===== src/rtl/systolic_sched_pkg.sv =====
// Shared definitions for the systolic feed scheduler: one-hot state encoding
// and the step-counter width helper.
package systolic_sched_pkg;

    localparam int IDLE_B  = 0;
    localparam int FEED_B  = 1;
    localparam int DRAIN_B = 2;
    localparam int DONE_B  = 3;

    typedef enum logic [3:0] {
        S_IDLE  = 4'(1 << IDLE_B),
        S_FEED  = 4'(1 << FEED_B),
        S_DRAIN = 4'(1 << DRAIN_B),
        S_DONE  = 4'(1 << DONE_B)
    } sched_state_t;

    // Step counter must cover k_len + LANES - 1 plus headroom for offset math.
    function automatic int t_width(input int k_w, input int lanes);
        return k_w + $clog2(lanes) + 1;
    endfunction

endpackage


===== src/rtl/skew_window.sv =====
// Per-lane diagonal window: lane LANE_IDX is inside its window while
// LANE_IDX <= t < LANE_IDX + k_q.
module skew_window #(
    parameter int LANE_IDX = 0,
    parameter int K_W      = 8,
    parameter int TW       = 11
) (
    input  logic [TW-1:0]  t,
    input  logic [K_W-1:0] k_q,
    output logic           due
);

    localparam logic [TW-1:0] LO = TW'(LANE_IDX);

    logic [TW-1:0] w_off;

    // t < LO wraps to a value far above any k_q, so one compare covers both bounds.
    assign w_off = t - LO;
    assign due   = w_off < {{(TW-K_W){1'b0}}, k_q};

endmodule


===== src/rtl/systolic_feed_scheduler.sv =====
// Skewed FIFO-read sequencer for the systolic array: staggers lane starts,
// freezes all lanes together on any empty due FIFO, then drains and signals done.
module systolic_feed_scheduler
    import systolic_sched_pkg::*;
#(
    parameter int LANES     = 4,
    parameter int K_W       = 8,
    parameter int DRAIN_LEN = 8,
    parameter int STALL_W   = 16
) (
    input  logic               clk,
    input  logic               rstn,
    input  logic               start,
    input  logic               abort,
    input  logic [K_W-1:0]     k_len,
    input  logic [LANES-1:0]   fifo_empty,
    output logic [LANES-1:0]   lane_enb,
    output logic               busy,
    output logic               stall,
    output logic               done,
    output logic [STALL_W-1:0] stall_cnt
);

    localparam int TW = t_width(K_W, LANES);
    localparam int DW = $clog2(DRAIN_LEN + 1);
    localparam logic [TW-1:0] LAST_OFS = TW'(LANES - 2);

    sched_state_t       r_state, w_state_nxt;
    logic [TW-1:0]      r_t, w_t_nxt;
    logic [K_W-1:0]     r_k_q, w_k_nxt;
    logic [DW-1:0]      r_drain, w_drain_nxt;
    logic [STALL_W-1:0] r_stall_cnt, w_scnt_nxt;

    logic [LANES-1:0]   w_win;
    logic [LANES-1:0]   w_due;
    logic               w_feed;
    logic               w_freeze;
    logic [TW-1:0]      w_t_end;

    genvar gi;
    generate
        for (gi = 0; gi < LANES; gi++) begin : g_lane
            skew_window #(
                .LANE_IDX (gi),
                .K_W      (K_W),
                .TW       (TW)
            ) u_win (
                .t   (r_t),
                .k_q (r_k_q),
                .due (w_win[gi])
            );
        end
    endgenerate

    assign w_feed   = (r_state == S_FEED);
    assign w_due    = w_win & {LANES{w_feed}};
    assign w_freeze = |(w_due & fifo_empty);
    assign w_t_end  = {{(TW-K_W){1'b0}}, r_k_q} + LAST_OFS;

    assign lane_enb  = (w_freeze | abort) ? '0 : w_due;
    assign stall     = w_freeze;
    assign busy      = w_feed | (r_state == S_DRAIN);
    assign done      = (r_state == S_DONE);
    assign stall_cnt = r_stall_cnt;

    always_ff @(posedge clk or negedge rstn) begin
        if (!rstn) begin
            r_state     <= S_IDLE;
            r_t         <= '0;
            r_k_q       <= '0;
            r_drain     <= '0;
            r_stall_cnt <= '0;
        end else begin
            r_state     <= w_state_nxt;
            r_t         <= w_t_nxt;
            r_k_q       <= w_k_nxt;
            r_drain     <= w_drain_nxt;
            r_stall_cnt <= w_scnt_nxt;
        end
    end

    always_comb begin
        w_state_nxt = r_state;
        w_t_nxt     = r_t;
        w_k_nxt     = r_k_q;
        w_drain_nxt = r_drain;
        w_scnt_nxt  = r_stall_cnt;
        if (abort) begin
            w_state_nxt = S_IDLE;
            w_t_nxt     = '0;
        end else begin
            case (r_state)
                S_IDLE: begin
                    if (start) begin
                        w_k_nxt     = k_len;
                        w_t_nxt     = '0;
                        w_scnt_nxt  = '0;
                        w_state_nxt = (k_len == '0) ? S_DONE : S_FEED;
                    end
                end
                S_FEED: begin
                    if (w_freeze) begin
                        if (r_stall_cnt != '1)
                            w_scnt_nxt = r_stall_cnt + STALL_W'(1);
                    end else begin
                        w_t_nxt = r_t + TW'(1);
                        if (r_t == w_t_end) begin
                            w_state_nxt = S_DRAIN;
                            w_drain_nxt = DW'(DRAIN_LEN - 1);
                        end
                    end
                end
                S_DRAIN: begin
                    if (r_drain == '0)
                        w_state_nxt = S_DONE;
                    else
                        w_drain_nxt = r_drain - DW'(1);
                end
                S_DONE:  w_state_nxt = S_IDLE;
                default: w_state_nxt = S_IDLE;
            endcase
        end
    end

endmodule


===== config.mk =====
export PLATFORM = sky130hd
export DESIGN_NAME = systolic_feed_scheduler
export DESIGN_NICKNAME = d
export VERILOG_FILES = /design/src/rtl/systolic_sched_pkg.sv /design/src/rtl/skew_window.sv /design/src/rtl/systolic_feed_scheduler.sv
export SDC_FILE = /design/constraint.sdc
export NUM_CORES = 1
export LEC_CHECK = 0
export BUFFER_PORTS_ARGS = -buffer_cell sky130_fd_sc_hd__buf_2
export CORE_ASPECT_RATIO = 1.2
export CORE_MARGIN = 2
export CORE_UTILIZATION = 50
export CTS_BUF_LIST = sky130_fd_sc_hd__clkbuf_4 sky130_fd_sc_hd__clkbuf_8 sky130_fd_sc_hd__clkbuf_16
export CTS_CLUSTER_SIZE = 30
export DETAILED_ROUTE_END_ITERATION = 8
export PLACE_DENSITY = 0.68
export SYNTH_ARGS = -nofsm -noshare
export SYNTH_HDL_FRONTEND = slang
export SYNTH_SLANG_ARGS = --single-unit

===== constraint.sdc =====
create_clock -name clk -period 4.34 [get_ports clk]
set_clock_uncertainty 0.05 [all_clocks]
set_input_delay 0.868 -clock clk [delete_from_list [all_inputs] [get_ports clk]]
set_output_delay 0.868 -clock clk [all_outputs]
set_load 0.1 [all_outputs]

# ---- Word-level counts from Yosys, hierarchy flattened
# Cells that the tools add are included.
dict set report totals {
  reg_bits 43
  latch_bits 0
  ramBits 0
  romBits 0
  in_bits 16
  output_inout_bits 23
  word_cells 68
  mem_count 0
}
dict set report classes {
  n_addsub 7
  multipliers 0
  div 0
  order_cmp 4
  eq_ne 16
  shifts 0
  mux 20
  bitwise 5
  reduce_logical 11
}
# cell count
set op_table {}
lappend op_table {{two-way mux 16 bit} 3}
lappend op_table {{less-than comparator 11 x 8 -> 1 bit} 4}
lappend op_table {{two-way mux 4 bit} 10}
lappend op_table {{two-way mux 11 bit} 3}
lappend op_table {{case mux 16 bit (2 select lines)} 1}
lappend op_table {{case mux 11 bit (2 select lines)} 1}
lappend op_table {{subtractor 11 x 2 -> 11 bit, second input constant} 2}
lappend op_table {{adder 16 x 1 -> 16 bit, second input constant} 1}
lappend op_table {{inequality test 16 bit, second input constant} 1}
lappend op_table {{case mux 4 bit (3 select lines)} 1}
lappend op_table {{adder 11 x 1 -> 11 bit, second input constant} 1}
lappend op_table {{== test 11 x 9 -> 1 bit} 1}
lappend op_table {{subtractor 11 x 1 -> 11 bit, second input constant} 1}
lappend op_table {{AND reduction 5 bit} 2}
lappend op_table {{adder 8 x 2 -> 9 bit, second input constant} 1}
lappend op_table {{AND 4 bit} 2}
lappend op_table {{zero test 8 bit} 1}
lappend op_table {{case mux 4 bit (2 select lines)} 1}
lappend op_table {{inequality test 2 x 1 -> 1 bit, second input constant} 3}
lappend op_table {{inequality test 2 bit, second input constant} 3}
lappend op_table {{inequality test 3 x 2 -> 1 bit, second input constant} 2}
lappend op_table {{inequality test 3 bit, second input constant} 2}
lappend op_table {{AND reduction 3 bit} 2}
lappend op_table {{== test 4 x 1 -> 1 bit, second input constant} 1}
lappend op_table {{11 further kinds} 13}

# ---- Depth between registers and ports, before layout
# Gate-level depths: netlist of the first run.
dict set report depth {
  word_depth 8
  ltp_mapped 16
  mapped_depth_nobuf 14
}

# ---- Hierarchy
# From an unflattened synthesis of the first run, not the netlist that was laid out.
dict set report hier_totals {
  hier_cells 425
  hier_area_um2 3757.4
}
# module instances cells_per_inst area_per_inst_um2 seq_area_each_um2
set modules_own_cells {}
lappend modules_own_cells {systolic_feed_scheduler 1 254 2483.6 1077.3}
lappend modules_own_cells {{skew_window at g_lane[3].u_win} 1 48 365.4 0.0}
lappend modules_own_cells {{skew_window at g_lane[1].u_win} 1 50 362.8 0.0}
lappend modules_own_cells {{skew_window at g_lane[2].u_win} 1 47 337.8 0.0}
lappend modules_own_cells {{skew_window at g_lane[0].u_win} 1 26 207.7 0.0}

# ---- Worst setup path after synthesis of the first run
# OpenSTA, ideal clock, no wires.
dict set report synth_timing {
  path_type {reg-to-output}
  start {register r_t[3]}
  end {output lane_enb[1]}
  arrival_time_ns 6.296
  required_time_ns 3.422
  setup_slack_ns -2.874
  stages_incl_launch_ff 15
  n_path_buf 2
  cell_sequence {dfrtp_1 buf_6 clkbuf_1 or4_1 nor2_1 xor2_1 ha_1 nand4_1 a21oi_1 o31ai_1 and4b_1 a32oi_1 nand2_2 nor2_1 nor4b_1}
}
dict set report synth_via {
  elab_chain_len 7
  word_cells_on_any_way 12
  classes_between {add/sub: 3; order compare: 4; mux: 1; bitwise: 3; reduce/logical: 1}
}
# item line_no
set synth_lines {}
lappend synth_lines {{start, declared} systolic_feed_scheduler.sv:29} ;# logic [TW-1:0] r_t, w_t_nxt;
lappend synth_lines {{start signal, assigned} systolic_feed_scheduler.sv:75} ;# r_t <= w_t_nxt;
lappend synth_lines {{subtractor 11 x 1 -> 11 bit or subtractor 11 x 2 -> 11 bit (tied branches)} skew_window.sv:18} ;# assign w_off = t - LO;
lappend synth_lines {{less-than comparator 11 x 8 -> 1 bit} skew_window.sv:19} ;# assign due = w_off < {{(TW-K_W){1'b0}}, k_q};
lappend synth_lines {{AND 4 bit *} systolic_feed_scheduler.sv:56} ;# assign w_due = w_win & {LANES{w_feed}};
lappend synth_lines {{AND 4 bit *} systolic_feed_scheduler.sv:57} ;# assign w_freeze = |(w_due & fifo_empty);
lappend synth_lines {{OR reduction 4 bit *} systolic_feed_scheduler.sv:57}
lappend synth_lines {{named net stall} systolic_feed_scheduler.sv:19} ;# output logic stall,
lappend synth_lines {{bitwise OR 1 bit *} systolic_feed_scheduler.sv:60} ;# assign lane_enb = (w_freeze | abort) ? '0 : w_due;
lappend synth_lines {{two-way mux 4 bit *} systolic_feed_scheduler.sv:60}
lappend synth_lines {{end, declared} systolic_feed_scheduler.sv:17} ;# output logic [LANES-1:0] lane_enb,
# The timed path passes the listed nets; every way through them passes the cells marked *.

# ---- Worst setup path after layout of the first run
dict set report layout_timing {
  start {register r_t[1]}
  end {output lane_enb[0]}
}
dict set report layout_via {
  elab_chain_len 7
  word_cells_on_any_way 12
  classes_between {add/sub: 3; order compare: 4; mux: 1; bitwise: 3; reduce/logical: 1}
}
# item line_no
set layout_lines {}
lappend layout_lines {{subtractor 11 x 1 -> 11 bit or subtractor 11 x 2 -> 11 bit (tied branches)} skew_window.sv:18}
lappend layout_lines {{less-than comparator 11 x 8 -> 1 bit} skew_window.sv:19}
lappend layout_lines {{AND 4 bit *} systolic_feed_scheduler.sv:56}
lappend layout_lines {{AND 4 bit} systolic_feed_scheduler.sv:57}
lappend layout_lines {{OR reduction 4 bit} systolic_feed_scheduler.sv:57}
lappend layout_lines {{bitwise OR 1 bit} systolic_feed_scheduler.sv:60}
lappend layout_lines {{two-way mux 4 bit *} systolic_feed_scheduler.sv:60}
# Every way passes the cells marked *; elsewhere a longest branch is shown, timed or not.

==> results of run 1 <==
==> cells in the mapped netlist, drive strengths merged (2+ instances only) <==
master / count
inv: 27
ha: 39
and4b: 2
a21oi: 23
a211oi: 3
nand2: 48
xor2: 15
and3: 5
nand3b: 3
a22o: 5
and2: 3
o21a: 6
or4b: 4
or4: 7
clkbuf: 11
a31oi: 7
o21ai: 35
buf: 7
o311ai: 2
nand4: 15
nor3b: 2
o31ai: 6
nor3: 9
a211o: 2
nor2: 32
nor4: 12
xnor2: 15
nand3: 27
mux2i: 2
or3: 5
nor4b: 6
nand2b: 3
dfrtp: 42
o211ai: 6
o2111ai: 3
==> through the flow <==
stage	power, mW	util [%]
3_3_place_gp	0.893	56.3
5_1_grt	1.38	60.8
6_report	1.30	60.8
3_5_place_dp	0.902	56.3
4_1_cts	1.30	59.0
2_1_floorplan	0.771	-
==> state kept, by name (all words and copies together) (netlist names) <==
name and count:
stall_cnt 16, r_t 11, r_k_q 8, r_drain 4, r_state 4
==> cells by family (layout without fill, tap and decap cells) <==
family,Yosys count,after routing
flops,43,43
mux,3,3
buf+inv,45,100
fa+ha+maj,39,39
compound gates,107,107
simple gates,186,186
xor+xnor,30,30
==> area by class of cell <==
| class | count | share of cell area, % |
|---|---|---|
| multi-input combinational | 365 | 58.6 |
| sequential | 43 | 23.5 |
| timing repair buffer | 65 | 10.2 |
| tap | 92 | 2.50 |
| inverter | 27 | 2.25 |
| clock inverter | 3 | 1.55 |
| clock buffer | 5 | 1.49 |
==> where the power goes <==
| part | switching, mW | internal [mW] |
|---|---|---|
| Clock | 0.151 | 0.234 |
| Sequential | 0.0393 | 0.438 |
| Combinational | 0.274 | 0.167 |
| Total | 0.465 | 0.839 |
==> path summary, 6_finish.rpt <==
path	from	endpoint	slack (ns)
worst max register to register	r_t[2]	r_drain[3]	0.44
min in group asynchronous	rstn	stall_cnt[13]	0.67
max in group asynchronous	rstn	r_t[1]	2.88
worst min-delay path	stall_cnt[0]	stall_cnt[0]	0.50
worst min register to register	stall_cnt[0]	stall_cnt[0]	0.50
worst max-delay path	r_t[1]	lane_enb[0]	0.07
==> timing repair <==
action                     4_1_cts  5_1_grt
pin swaps                        6       16
gates resized for setup          9       15
buffers inserted                 6       11
setup endpoints to repair        4        5
==> metal layers <==
metal / GRT usage [%] / up-vias / wire length (um)
met5: 0 / - / 0
met4: 11.8 / 0 / 369
met3: 2.55 / 34 / 377
met2: 46.8 / 106 / 5620
met1: 31.6 / 1788 / 4630
li1: - / 1783 / -
==> critical path, cell delays in order (launching register included) <==
cell and delay [ns]:
dfrtp_2 0.49, inv_4 0.12, ha_1 0.17, nor3b_4 0.26, buf_4 0.16, nand2_1 0.05
xnor2_1 0.14, ha_1 0.21, nand2b_1 0.14, a311o_1 0.39, nor3_4 0.28, a32oi_4 0.11
nand2_8 0.09, nor2_4 0.03, and4_2 0.26, buf_12 0.16
==> impl_metrics.toml, run 1 <==
[sta]
fin_ws_ns = 0.0718
finalHoldViolCount = 0
max_freq_mhz = 234
hold_ws_ns = 0.496
fin_tns_setup_ns = 0
maxSlewHeadroom_pct = 33.6
setup_viol = 0
period_minus_slack_ns = 4.27
tightestPinTransition_ns = 0.997
slew_violations = 0
grt_setup_unrepaired = "yes"
timing.final.crit_share_pct = 98.3

[finish]
nets = 562
register_area_sq_mm = 0.00108
diodes = 0
final_common_cell = "nand2_1"
syn2layout_area_growth_pct = 20.1
drive_gt1_share_pct = 22.8
finalNonFillerCells = 600
multi_input_area_sq_mm = 0.00270
layout_common_cells = "nand2_1, dfrtp_1, ha_1"
final_area_sq_mm = 0.00461
fillers = 658

[global_routing]
antenna_found_initial = 0
grt_max_degree = 44
grt_first_pass_wirelength_mm = 17.6
grt_pass1_vias = 3575
track_usage_pct = 26.1
overflow = 0

[synthesis]
synth_xor_area_share_pct = 6.85
async_flop_share_pct = 100
synthMuxAreaShare_pct = 0.815
synthAdderAreaFrac_pct = 12.7
synth_edf_count = 0
synth_nets = 508
ys.flop_type = "dfrtp_1"
synth_seq_cells = 43
ys_top_cells_by_area = "dfrtp_1, ha_1, nand2_1"
yosys.area.top_type = "dfrtp_1"
yosysWarnings = 0
synth.top_cell.area_share_pct = 27.4
synth.distinct_cells = 61
synth_compound_gate_area_share_pct = 18.8
synth_top_family_by_area = "simple AND/OR/NAND/NOR gates"
netlist_area_sq_mm = 0.00384
synth-simple-area-share_pct = 27.7
postSynthAreaPerCell_sq_um = 8.47
syn_inst = 453
synth-seq-area-share_pct = 28.1

[route]
vias = 3711
ant_nets = 0
vias_per_cell = 6.19
wl_mm = 11.0
first_pass_iters = 5
routedWlPerCell_um = 18.3
drc = 0
drtIter0Drc = 268

[min_path]
hp-class = "flip-flop to flip-flop"
hold_depth = 1

[floorplanning]
core_area_sq_mm = 0.00758
initial_core_util_pct = 50.6
die_area_sq_mm = 0.00839
die_height_um = 100
ioPinCount = 39
rows = 35
die-width_um = 84.0

[clock_tree]
holdBufCountCts = 0
cts_max_path_buffers = 2
root_buffer = "clkbuf_8"
insertion_delay_ns = 0.30
path_clk_slew_ns = 0.09
h-tree-depth = 2
cts_tree = "built"
cts_sinks = 43
numCtsBuffers = 5

[place]
place_congestion = 0.973
dp.cells = 575
pre_cts_ws_ns = 0.0833
port_buffers = 38
dp_hpwl_mm = 7.82
dpl_cell_area_sq_mm = 0.00426

[pwr]
leakage_nw = 2.01
powerDensity_mw_per_mm2 = 283
ir_drop_mv = 0.305

[job]
drv_cap = 0

[worst_setup_path]
end_kind = "primary output"
arrival_ns = 3.35
cp.required_ns = 3.42
r2r_cells = 16
startpoint_type = "flip-flop"
path_max_fanout = 7
crit_type = "flip-flop to primary output"

[outcome]
status = "finished clean"
Note: power is estimated with default switching activity, not from simulation.
==> run 2: changes to the inputs <==
--- a/config.mk
+++ b/config.mk
@@ -12,7 +12,7 @@
 export CTS_BUF_LIST = sky130_fd_sc_hd__clkbuf_4 sky130_fd_sc_hd__clkbuf_8 sky130_fd_sc_hd__clkbuf_16
 export CTS_CLUSTER_SIZE = 30
 export DETAILED_ROUTE_END_ITERATION = 8
-export PLACE_DENSITY = 0.68
+export PLACE_DENSITY = 0.71
 export SYNTH_ARGS = -nofsm -noshare
 export SYNTH_HDL_FRONTEND = slang
 export SYNTH_SLANG_ARGS = --single-unit
==> impl_metrics.toml, run 2 (same netlist as run 1, synthesis figures left out) <==
[outcome]
status = "finished clean"

[floorplanning]
rows = 35
die_area_sq_mm = 0.00839
initial_core_util_pct = 50.6
core_area_sq_mm = 0.00758
die_height_um = 100
ioPinCount = 39
die-width_um = 84.0

[worst_setup_path]
crit_type = "flip-flop to primary output"
startpoint_type = "flip-flop"
r2r_cells = 23
path_max_fanout = 7
cp.required_ns = 3.42
arrival_ns = 3.38
end_kind = "primary output"

[clock_tree]
h-tree-depth = 2
cts_tree = "built"
cts_sinks = 43
numCtsBuffers = 5
insertion_delay_ns = 0.30
root_buffer = "clkbuf_8"
cts_max_path_buffers = 2
path_clk_slew_ns = 0.09

[sta]
tightestPinTransition_ns = 0.911
max_freq_mhz = 233
finalHoldViolCount = 0
grt_setup_unrepaired = "yes"
slew_violations = 0
setup_viol = 0
maxSlewHeadroom_pct = 38.4
hold_ws_ns = 0.351
timing.final.crit_share_pct = 99.0
period_minus_slack_ns = 4.30

[pwr]
ir_drop_mv = 0.215
powerDensity_mw_per_mm2 = 282
power_mw = 1.31
switching_share_pct = 37.1
p_int_mw = 0.825
p_comb_share_pct = 39.1
seqPwrFrac_pct = 36.4
clkPwrFrac_pct = 24.5
power.switching_mw = 0.487
leakage_nw = 2.02

[global_routing]
grt_pass1_vias = 3745
overflow = 0
grt_first_pass_wirelength_mm = 18.5
grt_max_degree = 37
antenna_found_initial = 0
track_usage_pct = 28.0

[min_path]
hp-class = "primary input to async pin"

[place]
dpl_cell_area_sq_mm = 0.00429
dp_hpwl_mm = 8.20
port_buffers = 38
place_congestion = 0.961

[route]
vias = 3787
drc = 0
vias_per_cell = 6.22
first_pass_iters = 6
ant_nets = 0
drtIter0Drc = 215
routedWlPerCell_um = 18.6
wl_mm = 11.3

[finish]
nets = 571
syn2layout_area_growth_pct = 21.1
largest_reg_flops = 16
layout_common_cells = "nand2_1, dfrtp_1, ha_1"
diodes = 0
final_common_cell = "nand2_1"
drive_gt1_share_pct = 24.0
final_area_sq_mm = 0.00465

[job]
drv_cap = 0
-- run 2: area by class of cell --
cell class                 instances  area [sq um]
tap                               92           115
clock buffer                       5          68.8
clock inverter                     3          46.3
inverter                          27           104
sequential                        43          1080
fill                             644          2930
timing repair buffer              74           539
multi-input combinational        365          2690
-- run 2: power by group through the flow --
stage,sequential [mW],combinational (mW),clock (mW)
6_report,0.477,0.512,0.322
5_1_grt,0.483,0.568,0.346
4_1_cts,0.477,0.488,0.328
3_5_place_dp,0.484,0.423,0
3_3_place_gp,0.482,0.410,0
2_1_floorplan,0.481,0.290,0
-- run 2: path summary, 6_finish.rpt --
path                                 end          from  slack [ns]
setup / recovery             lane_enb[3]        r_t[1]        0.04
hold / removal             stall_cnt[13]          rstn        0.35
setup reg to reg            stall_cnt[9]        r_t[1]        0.16
hold reg to reg             stall_cnt[0]  stall_cnt[0]        0.49
max in group asynchronous     r_state[0]          rstn        3.15
min in group clk            stall_cnt[0]  stall_cnt[0]        0.49
-- run 2: worst max-delay path, stage by stage, from the launching register on --
cell	delay (ns)
dfrtp_2	0.50
ha_4	0.20
a2111oi_4	0.37
xor2_1	0.19
ha_1	0.28
o21ai_2	0.21
nor2_2	0.08
o31ai_2	0.26
and4b_2	0.31
a32oi_4	0.14
nand2_8	0.10
nor2_4	0.04
and3_2	0.25
buf_12	0.17
-- run 2: timing repair --
item / in CTS / in global routing
setup buffers: 17 / 9
hold buffers: 0 / 0
setup endpoints to repair: 4 / 9
gates resized for setup: 7 / 16
endpoints found under the hold margin: 0 / 0
pin swaps: 7 / 16
-- run 2: per-layer routing --
layer  wire length (um)  share of wire (%)  vias up  track usage [%]
met4                624                5.5        0             17.2
met3                524                4.6       46             3.78
li1                   -                  -     1811                -
met2               5590                 49      135             48.2
met1               4610                 41     1795             33.1
met5                  0                  0        -                0
-- run 2: stage by stage --
stage          instances  util, %  setup slack (ns)  TNS [ns]
2_1_floorplan        453        -            -0.436    -0.436
3_3_place_gp         579     56.6             0.102         0
3_5_place_dp         579     56.6            0.0837         0
4_1_cts              604     60.0            0.0189         0
5_1_grt              609     61.3            -0.136    -0.311
6_report             609     61.3            0.0421         0
==> run 3: changes to the inputs <==
--- a/config.mk
+++ b/config.mk
@@ -5,14 +5,15 @@
 export SDC_FILE = /design/constraint.sdc
 export NUM_CORES = 1
 export LEC_CHECK = 0
-export BUFFER_PORTS_ARGS = -buffer_cell sky130_fd_sc_hd__buf_2
 export CORE_ASPECT_RATIO = 1.2
 export CORE_MARGIN = 2
 export CORE_UTILIZATION = 50
 export CTS_BUF_LIST = sky130_fd_sc_hd__clkbuf_4 sky130_fd_sc_hd__clkbuf_8 sky130_fd_sc_hd__clkbuf_16
 export CTS_CLUSTER_SIZE = 30
 export DETAILED_ROUTE_END_ITERATION = 8
-export PLACE_DENSITY = 0.71
+export DONT_BUFFER_PORTS = 1
+export PLACE_DENSITY = 0.67
+export SLEW_MARGIN = 40
 export SYNTH_ARGS = -nofsm -noshare
 export SYNTH_HDL_FRONTEND = slang
 export SYNTH_SLANG_ARGS = --single-unit
==> impl_metrics.toml, run 3 (same netlist as run 1, synthesis figures left out) <==
[outcome]
status = "finished clean"

[clock_tree]
holdBufCountCts = 0
cts_tree = "built"
path_clk_slew_ns = 0.09
cts_sinks = 43
numCtsBuffers = 5
insertion_delay_ns = 0.30
cts_max_path_buffers = 2
root_buffer = "clkbuf_8"
h-tree-depth = 2

[finish]
final_area_sq_mm = 0.00445
fillers = 701
drive_gt1_share_pct = 21.0
syn2layout_area_growth_pct = 16.0
layout_common_cells = "nand2_1, ha_1, o21ai_0"
nets = 526
final_common_cell = "nand2_1"
register_area_sq_mm = 0.00110
finalNonFillerCells = 564
largest_reg_flops = 16
diodes = 0
utilization_pct = 58.7
multi_input_area_sq_mm = 0.00277

[place]
port_buffers = 0
dp.cells = 545
place_congestion = 0.947
dp_hpwl_mm = 7.86
pre_cts_ws_ns = 0.151
dpl_cell_area_sq_mm = 0.00414

[pwr]
ir_drop_mv = 0.205
leakage_nw = 1.80
powerDensity_mw_per_mm2 = 267

[route]
vias_per_cell = 6.43
first_pass_iters = 5
wl_mm = 11.0
vias = 3629
drc = 0
routedWlPerCell_um = 19.5
ant_nets = 0
drtIter0Drc = 249

[global_routing]
overflow = 0
grt_pass1_vias = 3549
track_usage_pct = 26.9
grt_first_pass_wirelength_mm = 18.2
antenna_found_initial = 0
grt_max_degree = 44

[worst_setup_path]
startpoint_type = "flip-flop"
path_max_fanout = 7
arrival_ns = 3.42
end_kind = "primary output"
crit_type = "flip-flop to primary output"
cp.required_ns = 3.42

[sta]
slew_violations = 0
timing.final.crit_share_pct = 99.9
maxSlewHeadroom_pct = 59.4
setup_viol = 0
max_freq_mhz = 231
finalHoldViolCount = 0
fin_ws_ns = 0.00317
grt_setup_unrepaired = "yes"
period_minus_slack_ns = 4.34
tightestPinTransition_ns = 0.608

[floorplanning]
ioPinCount = 39
core_area_sq_mm = 0.00758
rows = 35
die-width_um = 84.0
die_area_sq_mm = 0.00839
die_height_um = 100
initial_core_util_pct = 50.6

[min_path]
hp-class = "primary input to async pin"

[job]
drv_cap = 0
[run 3: cell count changes in the layout (fill, tap and decap cells not counted), sizes merged]
| cell | before | now |
|---|---|---|
| bufinv | 1 | 0 |
| clkbuf | 5 | 6 |
| clkinvlp | 1 | 0 |
| clkinv | 0 | 1 |
| buf | 74 | 29 |
[run 3: report_power, final]
part	total (mW)	switching, mW	internal (mW)
combinational	0.426	0.262	0.164
sequential	0.485	0.0468	0.438
clock	0.274	0.144	0.130
[run 3: per-stage QoR]
stage                     TNS, ns  hold slack, ns  power (mW)
after detailed placement        0           0.479       0.884
after floorplan            -0.436           0.431       0.771
after CTS                       0           0.197        1.16
after global placement          0           0.472       0.874
after global routing       -0.521           0.190        1.26
final                           0           0.207        1.19
[run 3: cell type report]
type,instances,area share [%]
timing repair buffer,29,6.02
sequential,43,24.7
clock buffer,6,1.86
clock inverter,2,0.309
tap,92,2.59
multi-input combinational,365,62.2
inverter,27,2.39
[run 3: worst paths after layout]
path                       startpoint            end  slack (ns)  depth (start not counted)
max                            r_t[0]    lane_enb[0]       0.003                         13
min                              rstn  stall_cnt[14]        0.21                          0
max reg2reg                    r_t[1]   stall_cnt[8]        0.62                         15
min reg2reg                r_drain[2]     r_drain[2]        0.50                          1
max in group asynchronous        rstn     r_state[0]        3.84                          0
min in group clk           r_drain[2]     r_drain[2]        0.50                          1
[run 3: what timing repair did]
item / CTS / global route
gates cloned: 0 / 0
pin swaps: 6 / 18
setup buffers: 6 / 5
endpoints found under the setup margin: 5 / 5
gates resized for setup: 8 / 22
[run 3: worst max-delay path, stage by stage (launching register included)]
cell,delay [ns]
dfrtp_2,0.48
ha_1,0.34
nor3_1,0.23
xor2_1,0.17
ha_1,0.25
a211oi_1,0.21
nor2_1,0.09
o31ai_2,0.29
and4b_2,0.34
a32oi_4,0.15
nand2_8,0.11
nor2_4,0.04
and4_2,0.24
buf_12,0.17
[run 3: metal layers]
layer | vias up | track usage [%] | share of wire [%]
met5 | - | 0 | 0
met3 | 30 | 4.11 | 5.0
met2 | 120 | 47.4 | 51
met4 | 0 | 9.80 | 3.7
met1 | 1766 | 33.4 | 41
li1 | 1713 | - | -
